## config.mk

```make
export PLATFORM = sky130hd
export DESIGN_NAME = raif_rw_sched
export DESIGN_NICKNAME = d
export VERILOG_FILES = /design/src/rtl/raif_rw_sched.sv
export SDC_FILE = /design/constraint.sdc
export NUM_CORES = 1
export LEC_CHECK = 0
export BUFFER_PORTS_ARGS = -buffer_cell sky130_fd_sc_hd__buf_2
export CAP_MARGIN = 20
export CELL_PAD_IN_SITES_DETAIL_PLACEMENT = 0
export CELL_PAD_IN_SITES_GLOBAL_PLACEMENT = 1
export CORE_AREA = 5 5 255 257
export CTS_BUF_LIST = sky130_fd_sc_hd__clkbuf_8
export DETAILED_ROUTE_END_ITERATION = 7
export DIE_AREA = 0 0 260 262
export GPL_TIMING_DRIVEN = 0
export PLACE_DENSITY_LB_ADDON = 0.1
export REMOVE_ABC_BUFFERS = 1
export SLEW_MARGIN = 10
export SYNTH_ARGS = -nofsm -noshare
export SYNTH_HDL_FRONTEND = slang
export SYNTH_SLANG_ARGS = --single-unit
```

## constraint.sdc

```tcl
create_clock -name clk -period 2.85 [get_ports clk]
set_clock_uncertainty 0.15 [all_clocks]
set_input_delay 0.1425 -clock clk [delete_from_list [all_inputs] [get_ports clk]]
set_output_delay 0.1425 -clock clk [all_outputs]
set_load 0.02 [all_outputs]
```

## src/rtl/raif_rw_sched.sv

```systemverilog
// Read/write scheduler: maps the RAIF read and write ports onto one DRAM command port.
// It keeps one direction for up to MAX_SAME bursts, completes zero-length requests locally, and has a watchdog.
module raif_rw_sched #(
  parameter int APP_DATA_WIDTH = 128,
  parameter int APP_ADDR_WIDTH = 28,
  parameter int MAX_SAME       = 4,
  parameter int TIMEOUT        = 4096
) (
  input  logic                        clk,
  input  logic                        rst,
  input  logic                        rd_req,
  input  logic [APP_ADDR_WIDTH-1:0]   rd_addr,
  input  logic [9:0]                  rd_num,
  output logic [APP_DATA_WIDTH-1:0]   rd_data,
  output logic                        rd_grant,
  output logic                        rd_finish,
  input  logic                        wr_req,
  input  logic [APP_ADDR_WIDTH-1:0]   wr_addr,
  input  logic [9:0]                  wr_num,
  input  logic [APP_DATA_WIDTH-1:0]   wr_data,
  input  logic [APP_DATA_WIDTH/8-1:0] wr_mask,
  output logic                        wr_grant,
  output logic                        wr_finish,
  output logic                        cmd_req,
  output logic                        cmd_we,
  output logic [APP_ADDR_WIDTH-1:0]   cmd_addr,
  output logic [9:0]                  cmd_num,
  input  logic                        cmd_grant,
  input  logic                        cmd_finish,
  input  logic [APP_DATA_WIDTH-1:0]   mem_rd_data,
  output logic [APP_DATA_WIDTH-1:0]   mem_wr_data,
  output logic [APP_DATA_WIDTH/8-1:0] mem_wr_mask,
  output logic                        busy,
  output logic                        err_timeout
);
  localparam int CNT_W = $clog2(MAX_SAME + 1);
  localparam int WD_W  = (TIMEOUT > 2) ? $clog2(TIMEOUT) : 1;
  localparam logic [CNT_W-1:0] SAME_MAX = CNT_W'(MAX_SAME);
  localparam logic [WD_W-1:0]  WD_LAST  = (TIMEOUT > 0) ? WD_W'(TIMEOUT - 1) : '0;
  localparam bit               WD_EN    = (TIMEOUT > 0);

  typedef enum logic [1:0] {IDLE, REQ, BUSY, ZLEN} state_t;

  state_t                    state;
  logic                      zlen_fin;
  logic                      last_dir;   // 1 = write
  logic [CNT_W-1:0]          same_cnt;
  logic [WD_W-1:0]           wd_cnt;

  logic                      pick_we;
  logic [APP_ADDR_WIDTH-1:0] pick_addr;
  logic [9:0]                pick_num;
  logic                      wd_expire;
  logic                      grant_evt;
  logic                      finish_evt;

  always_comb begin
    pick_we = last_dir;
    if (rd_req && !wr_req)       pick_we = 1'b0;
    else if (wr_req && !rd_req)  pick_we = 1'b1;
    else if (same_cnt < SAME_MAX) pick_we = last_dir;
    else                         pick_we = ~last_dir;
    pick_addr = pick_we ? wr_addr : rd_addr;
    pick_num  = pick_we ? wr_num  : rd_num;

    wd_expire  = WD_EN && (state == BUSY) && !cmd_finish && (wd_cnt == WD_LAST);
    grant_evt  = ((state == REQ) && cmd_grant) || ((state == ZLEN) && !zlen_fin);
    finish_evt = ((state == REQ) && cmd_grant && cmd_finish) ||
                 ((state == BUSY) && (cmd_finish || wd_expire)) ||
                 ((state == ZLEN) && zlen_fin);
  end

  // Handshake pulses are combinational so they line up with cmd_grant/cmd_finish.
  assign rd_grant    = grant_evt  & ~cmd_we;
  assign wr_grant    = grant_evt  &  cmd_we;
  assign rd_finish   = finish_evt & ~cmd_we;
  assign wr_finish   = finish_evt &  cmd_we;
  assign busy        = (state != IDLE);
  assign rd_data     = mem_rd_data;
  assign mem_wr_data = wr_data;
  assign mem_wr_mask = wr_mask;

  always_ff @(posedge clk or posedge rst) begin
    if (rst) begin
      state       <= IDLE;
      zlen_fin    <= 1'b0;
      cmd_req     <= 1'b0;
      cmd_we      <= 1'b0;
      cmd_addr    <= '0;
      cmd_num     <= '0;
      err_timeout <= 1'b0;
      last_dir    <= 1'b0;
      same_cnt    <= '0;
      wd_cnt      <= '0;
    end else begin
      case (state)
        IDLE: begin
          if (rd_req || wr_req) begin
            cmd_we   <= pick_we;
            cmd_addr <= pick_addr;
            cmd_num  <= pick_num;
            last_dir <= pick_we;
            if (pick_we == last_dir)
              same_cnt <= (same_cnt >= SAME_MAX) ? SAME_MAX : same_cnt + CNT_W'(1);
            else
              same_cnt <= CNT_W'(1);
            if (pick_num == 10'd0) begin
              state    <= ZLEN;
              zlen_fin <= 1'b0;
            end else begin
              state   <= REQ;
              cmd_req <= 1'b1;
            end
          end
        end
        REQ: begin
          if (cmd_grant) begin
            cmd_req <= 1'b0;
            wd_cnt  <= '0;
            state   <= cmd_finish ? IDLE : BUSY;
          end
        end
        BUSY: begin
          if (finish_evt) begin
            state <= IDLE;
            if (wd_expire) err_timeout <= 1'b1;
          end else begin
            wd_cnt <= wd_cnt + WD_W'(1);
          end
        end
        ZLEN: begin
          if (zlen_fin) state <= IDLE;
          else          zlen_fin <= 1'b1;
        end
        default: state <= IDLE;
      endcase
    end
  end
endmodule

```

# Word-level counts from Yosys, hierarchy flattened
# Cells that the tools add are included.
[op_classes]
order_cmp = 2
n_reduce_logical = 30
eq_ne = 12
muxes = 24
bitwise_logic = 5
n_addsub = 2
[ops]
columns = ["operator", "count"]
rows = [
  ["28-bit 2-to-1 mux", 1],
  ["12-bit 2-to-1 mux", 2],
  ["12-bit one-hot mux with 2 select lines", 1],
  ["2-bit != test, second input constant", 7],
  ["12-bit by 1-bit adder with 12-bit output, second input constant", 1],
  ["12-bit == test, second input constant", 1],
  ["2-bit 2-to-1 mux", 6],
  ["10-bit logical NOT", 1],
  ["10-bit 2-to-1 mux", 1],
  ["1-bit logical AND", 9],
  ["3-bit AND reduction", 3],
  ["1-bit 2-to-1 mux", 8],
  ["2-bit one-hot mux with 4 select lines", 1],
  ["4-bit AND reduction", 2],
  ["2-bit nonzero test", 4],
  ["3-bit 2-to-1 mux", 2],
  ["1-bit logical OR", 5],
  ["1-bit bitwise AND", 4],
  ["2-bit == test, second input constant", 2],
  ["1-bit logical NOT", 4],
  ["1-bit one-hot mux with 2 select lines", 2],
  ["3-bit by 1-bit adder with 3-bit output, second input constant", 1],
  ["3-bit >= comparator, second input constant", 1],
  ["3-bit < comparator, second input constant", 1],
  ["other kinds (5)", 5],
]
[word_totals]
register_bits = 59
out_inout_bits = 318

# Depth between registers and ports, before layout
[depth]
depth_word = 9
depth_mapped = 8
mapped_depth_nobuf = 5

# Least setup slack after synthesis
# Ideal clock, no wire load.
[synth_timing]
kind = "register -> register"
from = "register last_dir"
to = "register state[1]"
path_stages_with_launch = 8
synth_period_minus_slack_ns = 2.073
required_ns = 2.635
setup_ns = 0.065
n_path_buf = 2
arrival_ns = 1.859
setup_slack_ns = 0.777
path_cell_list = "dfrtp_1 buf_4 xnor2_1 maj3_2 buf_6 mux2_4 nor4_2 or2_1"
[synth_between]
elab_chain_cells = 9
[synth_rtl]
columns = ["item", "line_no", "rtl"]
rows = [
  ["from (decl)", "46", "logic last_dir;"],
  ["from (signal assigned)", "102", "last_dir <= pick_we;"],
  ["1-bit inverter", "n/a", ""],
  ["1-bit 2-to-1 mux (*)", "61", "else if (same_cnt < SAME_MAX) pick_we = last_dir;"],
  ["1-bit 2-to-1 mux (*)", "60", "else if (wr_req && !rd_req) pick_we = 1'b1;"],
  ["1-bit 2-to-1 mux (*)", "59", "if (rd_req && !wr_req) pick_we = 1'b0;"],
  ["10-bit 2-to-1 mux (*)", "64", "pick_num = pick_we ? wr_num : rd_num;"],
  ["10-bit logical NOT (*)", "107", "if (pick_num == 10'd0) begin"],
  ["2-bit 2-to-1 mux (*)", "107", ""],
  ["2-bit 2-to-1 mux (*)", "98", "if (rd_req || wr_req) begin"],
  ["2-bit one-hot mux with 4 select lines (*)", "96", "case (state)"],
  ["to (signal assigned)", "120", "state <= cmd_finish ? IDLE : BUSY;"],
  ["to (decl)", "44", "state_t state;"],
]
# Mark *: on every way between the ends. The rest lies on a longest branch, timed or not. The select of a mux whose other input is x is not followed.
# A chain may end at the register's enable or synchronous reset.

# Final worst setup path
[layout_timing]
from = "register last_dir"
to = "register cmd_addr[7]"
[layout_between]
elab_chain_cells = 5
[layout_rtl]
columns = ["item", "line_no", "rtl"]
rows = [
  ["1-bit inverter", "n/a", ""],
  ["1-bit 2-to-1 mux (*)", "61", ""],
  ["1-bit 2-to-1 mux (*)", "60", ""],
  ["1-bit 2-to-1 mux (*)", "59", ""],
  ["28-bit 2-to-1 mux (*)", "63", "pick_addr = pick_we ? wr_addr : rd_addr;"],
  ["to (signal assigned)", "100", "cmd_addr <= pick_addr;"],
  ["to (decl)", "26", "output logic [APP_ADDR_WIDTH-1:0] cmd_addr,"],
]
# Mark *: on every way between the ends. The rest lies on a longest branch, timed or not.

==> flow_metrics.env <==
export IMPL_switching_power_uw=2180
export IMPL_period_share_pct=94.46
export IMPL_dieWidth_microns=260
export IMPL_clockBufferDepth=2
export IMPL_worstMarginPinSlew_ps=574.1
export IMPL_clock_sinks=59
export IMPL_ys_top_cells_by_area="buf_4 41%, dfrtp_1 29%, mux2i_1 8.1%"
export IMPL_grt_overflow=0
export IMPL_power_density_mw_per_mm2=846.1
export IMPL_cts_clk_slew_worst_paths_ps=90
export IMPL_wl_per_cell_microns=71.47
export IMPL_yosysSeqAreaShare_pct=29.31
export IMPL_pwr_share_clk_pct=19.2
export IMPL_synth_edff_count=0
export IMPL_final_nets=868
export IMPL_p_leak_uw=0.002393
export IMPL_min_to="last_dir"
export IMPL_start_util_pct=8.059
export IMPL_dp_hpwl_mm=93.07
export IMPL_rsz0062_at_grt="no"
export IMPL_grt_pass1_vias=3984
export IMPL_antenna_found_initial=5
export IMPL_r2r_setup_slack_ps=160
export IMPL_path_class="flop to flop"
export IMPL_grt_usage_pct=27.47
export IMPL_grt_busiest_layer="met2"
export IMPL_vias_per_cell=3.127
export IMPL_clockRootBuffer="clkbuf_8"
export IMPL_syn_area_sq_mm=0.005037
export IMPL_grt_max_degree=72
export IMPL_pwr_share_seq_pct=29.2
export IMPL_postCtsSetupBuffers=0
export IMPL_r2r_start="last_dir"
export IMPL_grt_pass1_wl_mm=106.1
export IMPL_synthArstFlopShare_pct=100.0
export IMPL_critPathRequiredTime_ps=3000
export IMPL_grt_use_met2_pct=46.89
export IMPL_setup_worst_path_start_class="flop"
export IMPL_area_growth_pct=12.49
export IMPL_dp_cells=1267
export IMPL_remaining_drc_errors=0
export IMPL_hold_start="rd_req"
export IMPL_routabilityCongestion=1.360
export IMPL_met1_usage_pct=6.474
export IMPL_r2r_end="cmd_addr[7]"
export IMPL_met3_usage_pct=46.03
export IMPL_synth_top_cell_area_share_pct=40.98
export IMPL_final_cells=1362
export IMPL_yosysTopAreaCell="buf_4"
export IMPL_yosysWarningCount=0
export IMPL_swShare_pct=45.46
export IMPL_h_tree_depth=3
export IMPL_portBuffers=127
export IMPL_p_int_uw=2615
export IMPL_fin_crit_ps=2692
export IMPL_tns_ps=0
export IMPL_synth_distinct_cells=39
export IMPL_routed_wl_mm=97.34
export IMPL_status="finished clean"
export IMPL_min_path_cells=3
export IMPL_finish_utilization_pct=9.066
export IMPL_setup_viol=0
export IMPL_total_power_uw=4795
export IMPL_vias=4259
export IMPL_synth_top_flop_cell="dfrtp_1"
export IMPL_cp_arrival_ps=2840
export IMPL_synth_seq_cells=59
export IMPL_numCtsBuffers=9
export IMPL_maxSlewViolCount=0
export IMPL_maxCapViolCount=0
export IMPL_min_path_type="input pin to flop"
export IMPL_io_pins=672
export IMPL_dr_pass1_iters=4
export IMPL_synthCells=585
export IMPL_maxSlewHeadroom_pct=61.72
export IMPL_end_kind="flop"
export IMPL_fmaxAchievable_mhz=371.5
export IMPL_cts_tree="built"
export IMPL_dieArea_sq_mm=0.06812
export IMPL_mostFrequentLayoutCells="127 x buf_2, 79 x dlygate4sd3_1, 59 x dfrtp_1"
export IMPL_r2r_cells=6
export IMPL_rows=92
export IMPL_dr_first_iter_drc_count=338
export IMPL_drive_gt1_share_pct=29.51
export IMPL_crit_path_max_fanout=38
export IMPL_combPwrFrac_pct=51.6
export IMPL_ant_nets=0
export IMPL_final_hold_viol_count=0
export IMPL_core_sq_mm=0.06250
export IMPL_fp_dieH_microns=262
export IMPL_final_common_cell="buf_2"
export IMPL_syn_area_per_cell_sq_um=8.611
export IMPL_max_vdd_ir_drop_mv=0.2959
export IMPL_clkLatencyLatePin_ps=420
[state kept, by name (all words and copies together) (netlist names)]
register     cells
cmd_num         10
err_timeout      1
wd_cnt          12
cmd_addr        28
state            2
zlen_fin         1
same_cnt         3
last_dir         1
cmd_req          1
[repair_timing]
action	in CTS	in global routing
gates resized for setup	0	1
endpoints found under the setup margin	0	1
hold buffers	79	0
hold endpoints to repair	100	0
[kinds of logic (layout without fill, tap and decap cells)]
family                   Yosys count  in the layout  share of synthesized area [%]
XOR/XNOR                           6              6                          1.043
flip-flops                        59             59                          29.31
other                              0              1                              0
AND/OR/NAND/NOR                  103            103                          9.314
adder cells (fa/ha/maj)            4              4                         0.9688
multiplexers                      42             42                          8.445
buffers and inverters            302            232                          43.34
AO/OA/AOI/OAI                     69             69                          7.576
[layout make-up]
cell class / count / area (sq um)
timing repair buffer: 209 / 1509
clock buffer: 11 / 151.4
antenna: 1 / 2.502
fill: 7281 / 56840
multi-input combinational: 224 / 1386
sequential: 59 / 1476
inverter: 8 / 32.53
tap: 846 / 1059
clock inverter: 4 / 50.05
[critical path: stages (launching register included)]
cell           delay (ps)
dfrtp_1               510
xnor2_1               250
maj3_4                350
buf_16                260
mux2i_1               280
dlygate4sd3_1         610
o21ai_0                80
[layer usage]
metal | vias up | part of all wire [%]
met4 | 30 | 8.2
met2 | 912 | 47
met3 | 119 | 34
met1 | 1715 | 9.3
met5 | - | 0.87
li1 | 1483 | -
[worst max-delay path by stage]
stage,endpoint,slack [ps],cells past startpoint,startpoint
after global routing,cmd_addr[26],20,6,last_dir
after global placement,wd_cnt[5],-740,2,rst
final,cmd_addr[7],160,6,last_dir
after detailed placement,state[1],20,6,last_dir
after floorplan,state[1],290,5,last_dir
after CTS,state[1],3,6,last_dir
[per-stage QoR]
stage	setup WS, ps	instance area (sq um)	hold WS (ps)
after CTS	3.305	5660	65.62
after floorplan	291.3	2884	135.0
final	157.9	5667	94.99
after detailed placement	22.87	4668	34.37
after global placement	-739.3	4578	136.8
after global routing	15.25	5667	74.81
[cell usage after synthesis, types with 3 or more instances]
| master | n |
|---|---|
| ha_1 | 3 |
| and3_1 | 3 |
| xnor2_1 | 6 |
| nand2_1 | 54 |
| clkbuf_1 | 10 |
| and2_1 | 3 |
| mux2i_1 | 41 |
| nor3_1 | 4 |
| buf_2 | 8 |
| or4_1 | 3 |
| nand3_1 | 5 |
| dfrtp_1 | 59 |
| o21ai_0 | 44 |
| buf_4 | 275 |
| a21oi_1 | 11 |
| nor4_1 | 4 |
| nor2_1 | 17 |
| inv_1 | 8 |
[power by group through the flow]
| stage | combinational [uW] | clock (uW) | sequential, uW |
|---|---|---|---|
| floorplan | 951 | 0 | 1720 |
| global placement | 2210 | 0 | 1420 |
| detailed placement | 2290 | 0 | 1410 |
| CTS | 2560 | 984 | 1400 |
| global route | 2730 | 991 | 1450 |
| finish | 2470 | 919 | 1400 |
No activity file was read; power rests on OpenSTA's default activity.
